===== src/rtl/fp_maxmin_reduce_if.sv =====
// Stream bundle for fp_maxmin_reduce: input beat channel plus result channel.
// The master drives beats and accepts results; the slave is the reducer.
interface fp_maxmin_reduce_if #(
    parameter int Bits    = 16,
    parameter int IdxBits = 8
);
    logic               in_valid;
    logic               in_ready;
    logic [Bits-1:0]    in_data;
    logic               in_last;
    logic               mode;
    logic               out_valid;
    logic               out_ready;
    logic [Bits-1:0]    out_data;
    logic [IdxBits-1:0] out_idx;
    logic               out_nan;
    logic               out_ovf;

    modport master (
        output in_valid, in_data, in_last, mode, out_ready,
        input  in_ready, out_valid, out_data, out_idx, out_nan, out_ovf
    );

    modport slave (
        input  in_valid, in_data, in_last, mode, out_ready,
        output in_ready, out_valid, out_data, out_idx, out_nan, out_ovf
    );
endinterface


===== src/rtl/fp_maxmin_reduce.sv =====
// Streaming FP max/min reducer: one compare/update per accepted beat, result
// (extreme value, its index, NaN and overflow flags) held until taken downstream.
module fp_maxmin_reduce #(
    parameter int Bits    = 16,
    parameter int ExpBits = 5,
    parameter int IdxBits = 8
) (
    input logic clk,
    input logic rst,
    fp_maxmin_reduce_if.slave io_bus
);
    localparam int MantBits = Bits - 1 - ExpBits;

    localparam logic [Bits-1:0]    SignBit  = {1'b1, {(Bits-1){1'b0}}};
    localparam logic [Bits-1:0]    ExpMask  = {1'b0, {ExpBits{1'b1}}, {MantBits{1'b0}}};
    localparam logic [Bits-1:0]    MantMask = {{(ExpBits+1){1'b0}}, {MantBits{1'b1}}};
    localparam logic [Bits-1:0]    QNaN     = {1'b0, {ExpBits{1'b1}}, 1'b1, {(MantBits-1){1'b0}}};
    localparam logic [IdxBits-1:0] MaxIdx   = {IdxBits{1'b1}};

    typedef enum logic [1:0] {
        IDLE,
        ACC,
        DONE
    } state_t;

    state_t             r_state;
    state_t             w_nextState;
    logic [Bits-1:0]    r_acc;
    logic [IdxBits-1:0] r_idx;
    logic [IdxBits-1:0] r_count;
    logic [IdxBits-1:0] r_nanIdx;
    logic               r_mode;
    logic               r_nan;
    logic               r_ovf;
    logic               r_haveVal;

    logic               w_beat;
    logic               w_inReady;
    logic               w_outValid;
    logic               w_inNan;
    logic [Bits-1:0]    w_keyNew;
    logic [Bits-1:0]    w_keyAcc;
    logic               w_wins;

    // Sign-magnitude to monotonic unsigned key, so one unsigned compare orders all non-NaN values.
    assign w_keyNew = io_bus.in_data[Bits-1] ? ~io_bus.in_data : (io_bus.in_data | SignBit);
    assign w_keyAcc = r_acc[Bits-1] ? ~r_acc : (r_acc | SignBit);
    assign w_wins   = r_mode ? (w_keyNew < w_keyAcc) : (w_keyNew > w_keyAcc);

    assign w_inNan = ((io_bus.in_data & ExpMask) == ExpMask) && ((io_bus.in_data & MantMask) != '0);
    assign w_beat  = io_bus.in_valid && (r_state != DONE);

    always_comb begin
        w_nextState = r_state;
        w_inReady   = 1'b1;
        w_outValid  = 1'b0;
        unique case (r_state)
            IDLE: begin
                if (w_beat) begin
                    w_nextState = io_bus.in_last ? DONE : ACC;
                end
            end
            ACC: begin
                if (w_beat && io_bus.in_last) begin
                    w_nextState = DONE;
                end
            end
            DONE: begin
                w_inReady  = 1'b0;
                w_outValid = 1'b1;
                if (io_bus.out_ready) begin
                    w_nextState = IDLE;
                end
            end
            default: w_nextState = IDLE;
        endcase
    end

    always_ff @(posedge clk) begin
        if (rst) begin
            r_state   <= IDLE;
            r_acc     <= '0;
            r_idx     <= '0;
            r_count   <= '0;
            r_nanIdx  <= '0;
            r_mode    <= 1'b0;
            r_nan     <= 1'b0;
            r_ovf     <= 1'b0;
            r_haveVal <= 1'b0;
        end else begin
            r_state <= w_nextState;
            if (w_beat) begin
                if (r_state == IDLE) begin
                    r_acc     <= io_bus.in_data;
                    r_idx     <= '0;
                    r_count   <= {{(IdxBits-1){1'b0}}, 1'b1};
                    r_nanIdx  <= '0;
                    r_mode    <= io_bus.mode;
                    r_nan     <= w_inNan;
                    r_ovf     <= 1'b0;
                    r_haveVal <= !w_inNan;
                end else begin
                    // r_count is also the (saturated) index of the arriving beat.
                    if (r_count == MaxIdx) begin
                        r_ovf <= 1'b1;
                    end else begin
                        r_count <= r_count + 1'b1;
                    end
                    if (w_inNan) begin
                        r_nan <= 1'b1;
                        if (!r_nan) begin
                            r_nanIdx <= r_count;
                        end
                    end else if (!r_haveVal || w_wins) begin
                        r_acc     <= io_bus.in_data;
                        r_idx     <= r_count;
                        r_haveVal <= 1'b1;
                    end
                end
            end
        end
    end

    assign io_bus.in_ready  = w_inReady;
    assign io_bus.out_valid = w_outValid;
    assign io_bus.out_data  = r_nan ? QNaN : r_acc;
    assign io_bus.out_idx   = r_nan ? r_nanIdx : r_idx;
    assign io_bus.out_nan   = r_nan;
    assign io_bus.out_ovf   = r_ovf;
endmodule


===== src/flat_wrapper.sv =====
// flat-port wrapper written by rule: the top's interface ports become plain ports
module fp_maxmin_reduce_flat 
#(
    parameter int Bits    = 16,
    parameter int ExpBits = 5,
    parameter int IdxBits = 8
)
  (clk, rst, io_bus_in_valid, io_bus_in_data, io_bus_in_last, io_bus_mode, io_bus_out_ready, io_bus_in_ready, io_bus_out_valid, io_bus_out_data, io_bus_out_idx, io_bus_out_nan, io_bus_out_ovf);
  fp_maxmin_reduce_if #(.Bits(Bits), .IdxBits(IdxBits)) io_bus_i ();
  input logic clk;
  input logic rst;
  input wire logic [$bits(io_bus_i.in_valid)-1:0] io_bus_in_valid;
  input wire logic [$bits(io_bus_i.in_data)-1:0] io_bus_in_data;
  input wire logic [$bits(io_bus_i.in_last)-1:0] io_bus_in_last;
  input wire logic [$bits(io_bus_i.mode)-1:0] io_bus_mode;
  input wire logic [$bits(io_bus_i.out_ready)-1:0] io_bus_out_ready;
  output wire logic [$bits(io_bus_i.in_ready)-1:0] io_bus_in_ready;
  output wire logic [$bits(io_bus_i.out_valid)-1:0] io_bus_out_valid;
  output wire logic [$bits(io_bus_i.out_data)-1:0] io_bus_out_data;
  output wire logic [$bits(io_bus_i.out_idx)-1:0] io_bus_out_idx;
  output wire logic [$bits(io_bus_i.out_nan)-1:0] io_bus_out_nan;
  output wire logic [$bits(io_bus_i.out_ovf)-1:0] io_bus_out_ovf;
  assign io_bus_i.in_valid = io_bus_in_valid;
  assign io_bus_i.in_data = io_bus_in_data;
  assign io_bus_i.in_last = io_bus_in_last;
  assign io_bus_i.mode = io_bus_mode;
  assign io_bus_i.out_ready = io_bus_out_ready;
  assign io_bus_in_ready = io_bus_i.in_ready;
  assign io_bus_out_valid = io_bus_i.out_valid;
  assign io_bus_out_data = io_bus_i.out_data;
  assign io_bus_out_idx = io_bus_i.out_idx;
  assign io_bus_out_nan = io_bus_i.out_nan;
  assign io_bus_out_ovf = io_bus_i.out_ovf;
  fp_maxmin_reduce #(.Bits(Bits), .ExpBits(ExpBits), .IdxBits(IdxBits)) u_core (.clk(clk), .rst(rst), .io_bus(io_bus_i));
endmodule

===== config.mk =====
export PLATFORM = sky130hd
export DESIGN_NAME = fp_maxmin_reduce_flat
export DESIGN_NICKNAME = d
export VERILOG_FILES = /design/src/rtl/fp_maxmin_reduce_if.sv /design/src/rtl/fp_maxmin_reduce.sv /design/src/flat_wrapper.sv
export SDC_FILE = /design/constraint.sdc
export NUM_CORES = 1
export LEC_CHECK = 0
export CAP_MARGIN = 20
export CORE_MARGIN = 10
export CORE_UTILIZATION = 32
export DETAILED_ROUTE_END_ITERATION = 16
export PLACE_DENSITY = 0.52
export RECOVER_POWER = 25
export SYNTH_ARGS = -nofsm -noshare
export SYNTH_HDL_FRONTEND = slang
export SYNTH_SLANG_ARGS = --single-unit
export TNS_END_PERCENT = 1

===== constraint.sdc =====
create_clock -name clk -period 3.3 [get_ports clk]
set_input_delay 0.495 -clock clk [delete_from_list [all_inputs] [get_ports clk]]
set_output_delay 0.495 -clock clk [all_outputs]
set_load 0.02 [all_outputs]

==> flow_summary.toml <==
[hold_path]
hold_class = "reg -> reg"

[clocking]
clkTransAtPathRegs_ns = 0.09
post_cts_buffers = 0
tritoncts = "yes"
htree_levels = 2
worstSkewPairLatency_ns = 0.31
ctsResizeCount = 0
cts-hold-fix-buffers = 0
cts-root-buf = "clkbuf_8"
cts_sinks = 46
numCtsBuffers = 5
clk_path_buf_depth = 2

[place]
place_hpwl_um = 6068
pre_cts_ws_ns = -0.1100
io_buffers = 49
place_inst = 532
place.gp.congestion = 0.7418

[timing]
setup_viol = 0
fin_setup_tns_ns = 0
fin_crit_ns = 3.123
drv_slew = 0
finalHoldViolCount = 0
timing.hold.ws_ns = 0.4728
max_freq_mhz = 320.2
max_slew.worst_pin.slew_ns = 1.257
fin_skew_ns = 0.01196
slew_headroom_pct = 16.18
finalCritPeriodShare_pct = 94.63
setup_ws_ns = 0.1773
rsz0062_at_grt = "no"

[synthesis]
synth-seq-cells = 46
synth_ff_type = "dfxtp_1"
syn_area_mm2 = 0.003112
synthArstFlopShare_pct = 0
synth_fp_nets = 398
yosysUniqueCellTypes = 53
synth_edf_count = 0
ys_seq_area_share_pct = 29.59
ys_warn_count = 0
postSynthCellCount = 359
postSynthAreaPerCell_um2 = 8.668

[pwr]
p_sw_uw = 531.8
seqPwrFrac_pct = 40.3
pwr_density_cell_mw_per_mm2 = 391.2
power.total_mw = 1.521
p_leak_nw = 1.412
p_sw_share_pct = 34.96
clockPowerShare_pct = 24.7
peakVddDrop_v = 0.0001636
p_int_uw = 989.4
p_comb_share_pct = 35.0

[worst_setup_path]
crit_path_max_incr_delay_ns = 0.51
cp_max_fo = 16
cp.required_ns = 3.50
startpoint_type = "input port"
critical_path_class = "in -> reg"
critPathCaptureType = "flop"
worstPathArrival_ns = 3.32
crit_path_cell_trace = "clkdlybuf4s50_1 -> buf_12 -> xor2_1 -> ha_1 -> nand4_1 -> a2111o_1 -> and4_1 -> or2_0 -> a311o_1"
critical_path.slowest_cell = "a2111o_1"

[route]
drcViolationCount = 0
first_pass_iters = 4
vias_per_cell = 4.956
drt_iter0_markers = 130
wire_per_inst_um = 15.03
routed_wl_um = 8116
ant_nets = 0
via_count = 2676

[die]
initial_core_util_pct = 33.20
die_w_um = 118.6
core_mm2 = 0.009371
die_y_um = 118.6
dieArea_mm2 = 0.01407
ios = 50
rows = 35

[grt]
grt.busiest_layer = "met2"
grt_max_degree = 33
overflow = 0
grt_first_pass_wirelength_um = 14100
grt_use_met2_pct = 19.67
grt_pass1_vias = 2840
grt.total_usage_pct = 11.76
antenna_found_initial = 0
met1_usage_pct = 14.93
use_met3_pct = 2.665

[layout]
final_nets = 449
stdcell_count = 540
drive_gt1_share_pct = 11.44
diodes = 0
area_delta_synth_final_pct = 24.97

[run_status]
status = "completed"

[job]
cap_violations = 0
-- cells in the final DEF (no fill, tap or decap), types with 7 or more instances in the layout --
cell type and n:
ha_1 17, nor2_1 14, a21oi_1 22, nand2_1 26, mux2_2 8, xor2_1 19, nand3_1 11, nand3b_1 8
mux2i_1 16, nor3_1 9, nand4_1 7, nor2b_1 12, dfxtp_1 46, clkdlybuf4s50_1 44, buf_4 15, o21ai_0 12
nand2b_1 41, xnor2_1 15, a311o_1 8
-- worst paths after layout --
kind	to	slack [ns]	depth (start not counted)	startpoint
setup / recovery	u_core.r_idx[1]$_SDFFE_PP0P_	0.18	9	io_bus_in_data[15]
hold reg to reg	u_core.r_nanIdx[5]$_SDFFE_PP0P_	0.47	2	u_core.r_nanIdx[5]$_SDFFE_PP0P_
hold / removal	u_core.r_nanIdx[5]$_SDFFE_PP0P_	0.47	2	u_core.r_nanIdx[5]$_SDFFE_PP0P_
setup reg to reg	u_core.r_idx[1]$_SDFFE_PP0P_	0.54	8	u_core.r_acc[15]$_SDFFE_PP0P_
-- state kept, by name, indices dropped and copies added, names as in the netlist --
name and cells:
u_core.io_bus.out_nan 1, u_core.r_nanIdx 8, u_core.r_haveVal 1, u_core.r_mode 1, u_core.r_count 8, u_core.r_state 2, u_core.io_bus.out_ovf 1, u_core.r_acc 16
u_core.r_idx 8
-- cells in the mapped netlist (2+ instances only) --
| cell | count | share of area, % |
|---|---|---|
| dfxtp_1 | 46 | 30 |
| nand2b_1 | 41 | 8.2 |
| nand2_1 | 26 | 3.1 |
| a21oi_1 | 22 | 3.5 |
| xor2_1 | 19 | 5.3 |
| clkbuf_1 | 17 | 2.1 |
| ha_1 | 17 | 6.8 |
| mux2i_1 | 16 | 5.1 |
| xnor2_1 | 15 | 4.2 |
| nor2_1 | 14 | 1.7 |
| nor2b_1 | 12 | 2.4 |
| o21ai_0 | 12 | 1.9 |
| nand3_1 | 11 | 1.8 |
| nor3_1 | 9 | 1.4 |
| a311o_1 | 8 | 2.6 |
| mux2_2 | 8 | 2.9 |
| nand3b_1 | 8 | 1.9 |
| nand4_1 | 7 | 1.4 |
| or2_2 | 6 | 1.2 |
| buf_2 | 4 | 0.64 |
| inv_1 | 4 | 0.48 |
| o211ai_1 | 3 | 0.72 |
| and3_1 | 2 | 0.40 |
| or3_1 | 2 | 0.40 |
| or4_1 | 2 | 0.48 |
-- metal layers --
| layer | vias up | share of wire [%] |
|---|---|---|
| met4 | 0 | 1.1 |
| met3 | 8 | 4.4 |
| li1 | 1363 | - |
| met1 | 1246 | 48 |
| met2 | 59 | 47 |
| met5 | - | 0 |
-- power groups by stage --
stage               logic, mW  registers [mW]  clock network, mW
floorplan               0.361           0.617                  0
global placement        0.532           0.625                  0
detailed placement      0.539           0.626                  0
CTS                     0.542           0.613              0.389
global route            0.595           0.618              0.407
finish                  0.533           0.613              0.376
-- critical path, delay by kind of cell --
family / cells / cell delay [ns]
buffers and inverters: 2 / 0.63
XOR/XNOR: 1 / 0.17
AND/OR/NAND/NOR: 3 / 0.80
AO/OA/AOI/OAI: 2 / 0.90
adder cells (fa/ha/maj): 1 / 0.31
-- per-stage QoR --
step,instance area (µm²),util (%)
after detailed placement,3804,40.59
final,3889,41.50
after global placement,3804,40.59
after floorplan,3113,-
after CTS,3896,41.58
after global routing,3889,41.50
-- area by class of cell --
class,count,area [µm²]
multi-input cells,286,2068
inverters,4,15.01
flip-flops and latches,46,920.9
well taps,129,161.4
repair buffers,67,630.6
clock buffers,5,68.82
fillers,980,5483
clock inverters,3,23.77
-- cells by family after synthesis --
family | count (synthesis) | synth area share, %
flip-flops | 46 | 29.59
multiplexers | 24 | 8.042
buffers and inverters | 27 | 3.940
AO/OA/AOI/OAI | 60 | 13.91
adder cells (fa/ha/maj) | 17 | 6.835
XOR/XNOR | 34 | 9.570
AND/OR/NAND/NOR | 151 | 28.11
No activity file was read; power rests on OpenSTA's default activity.
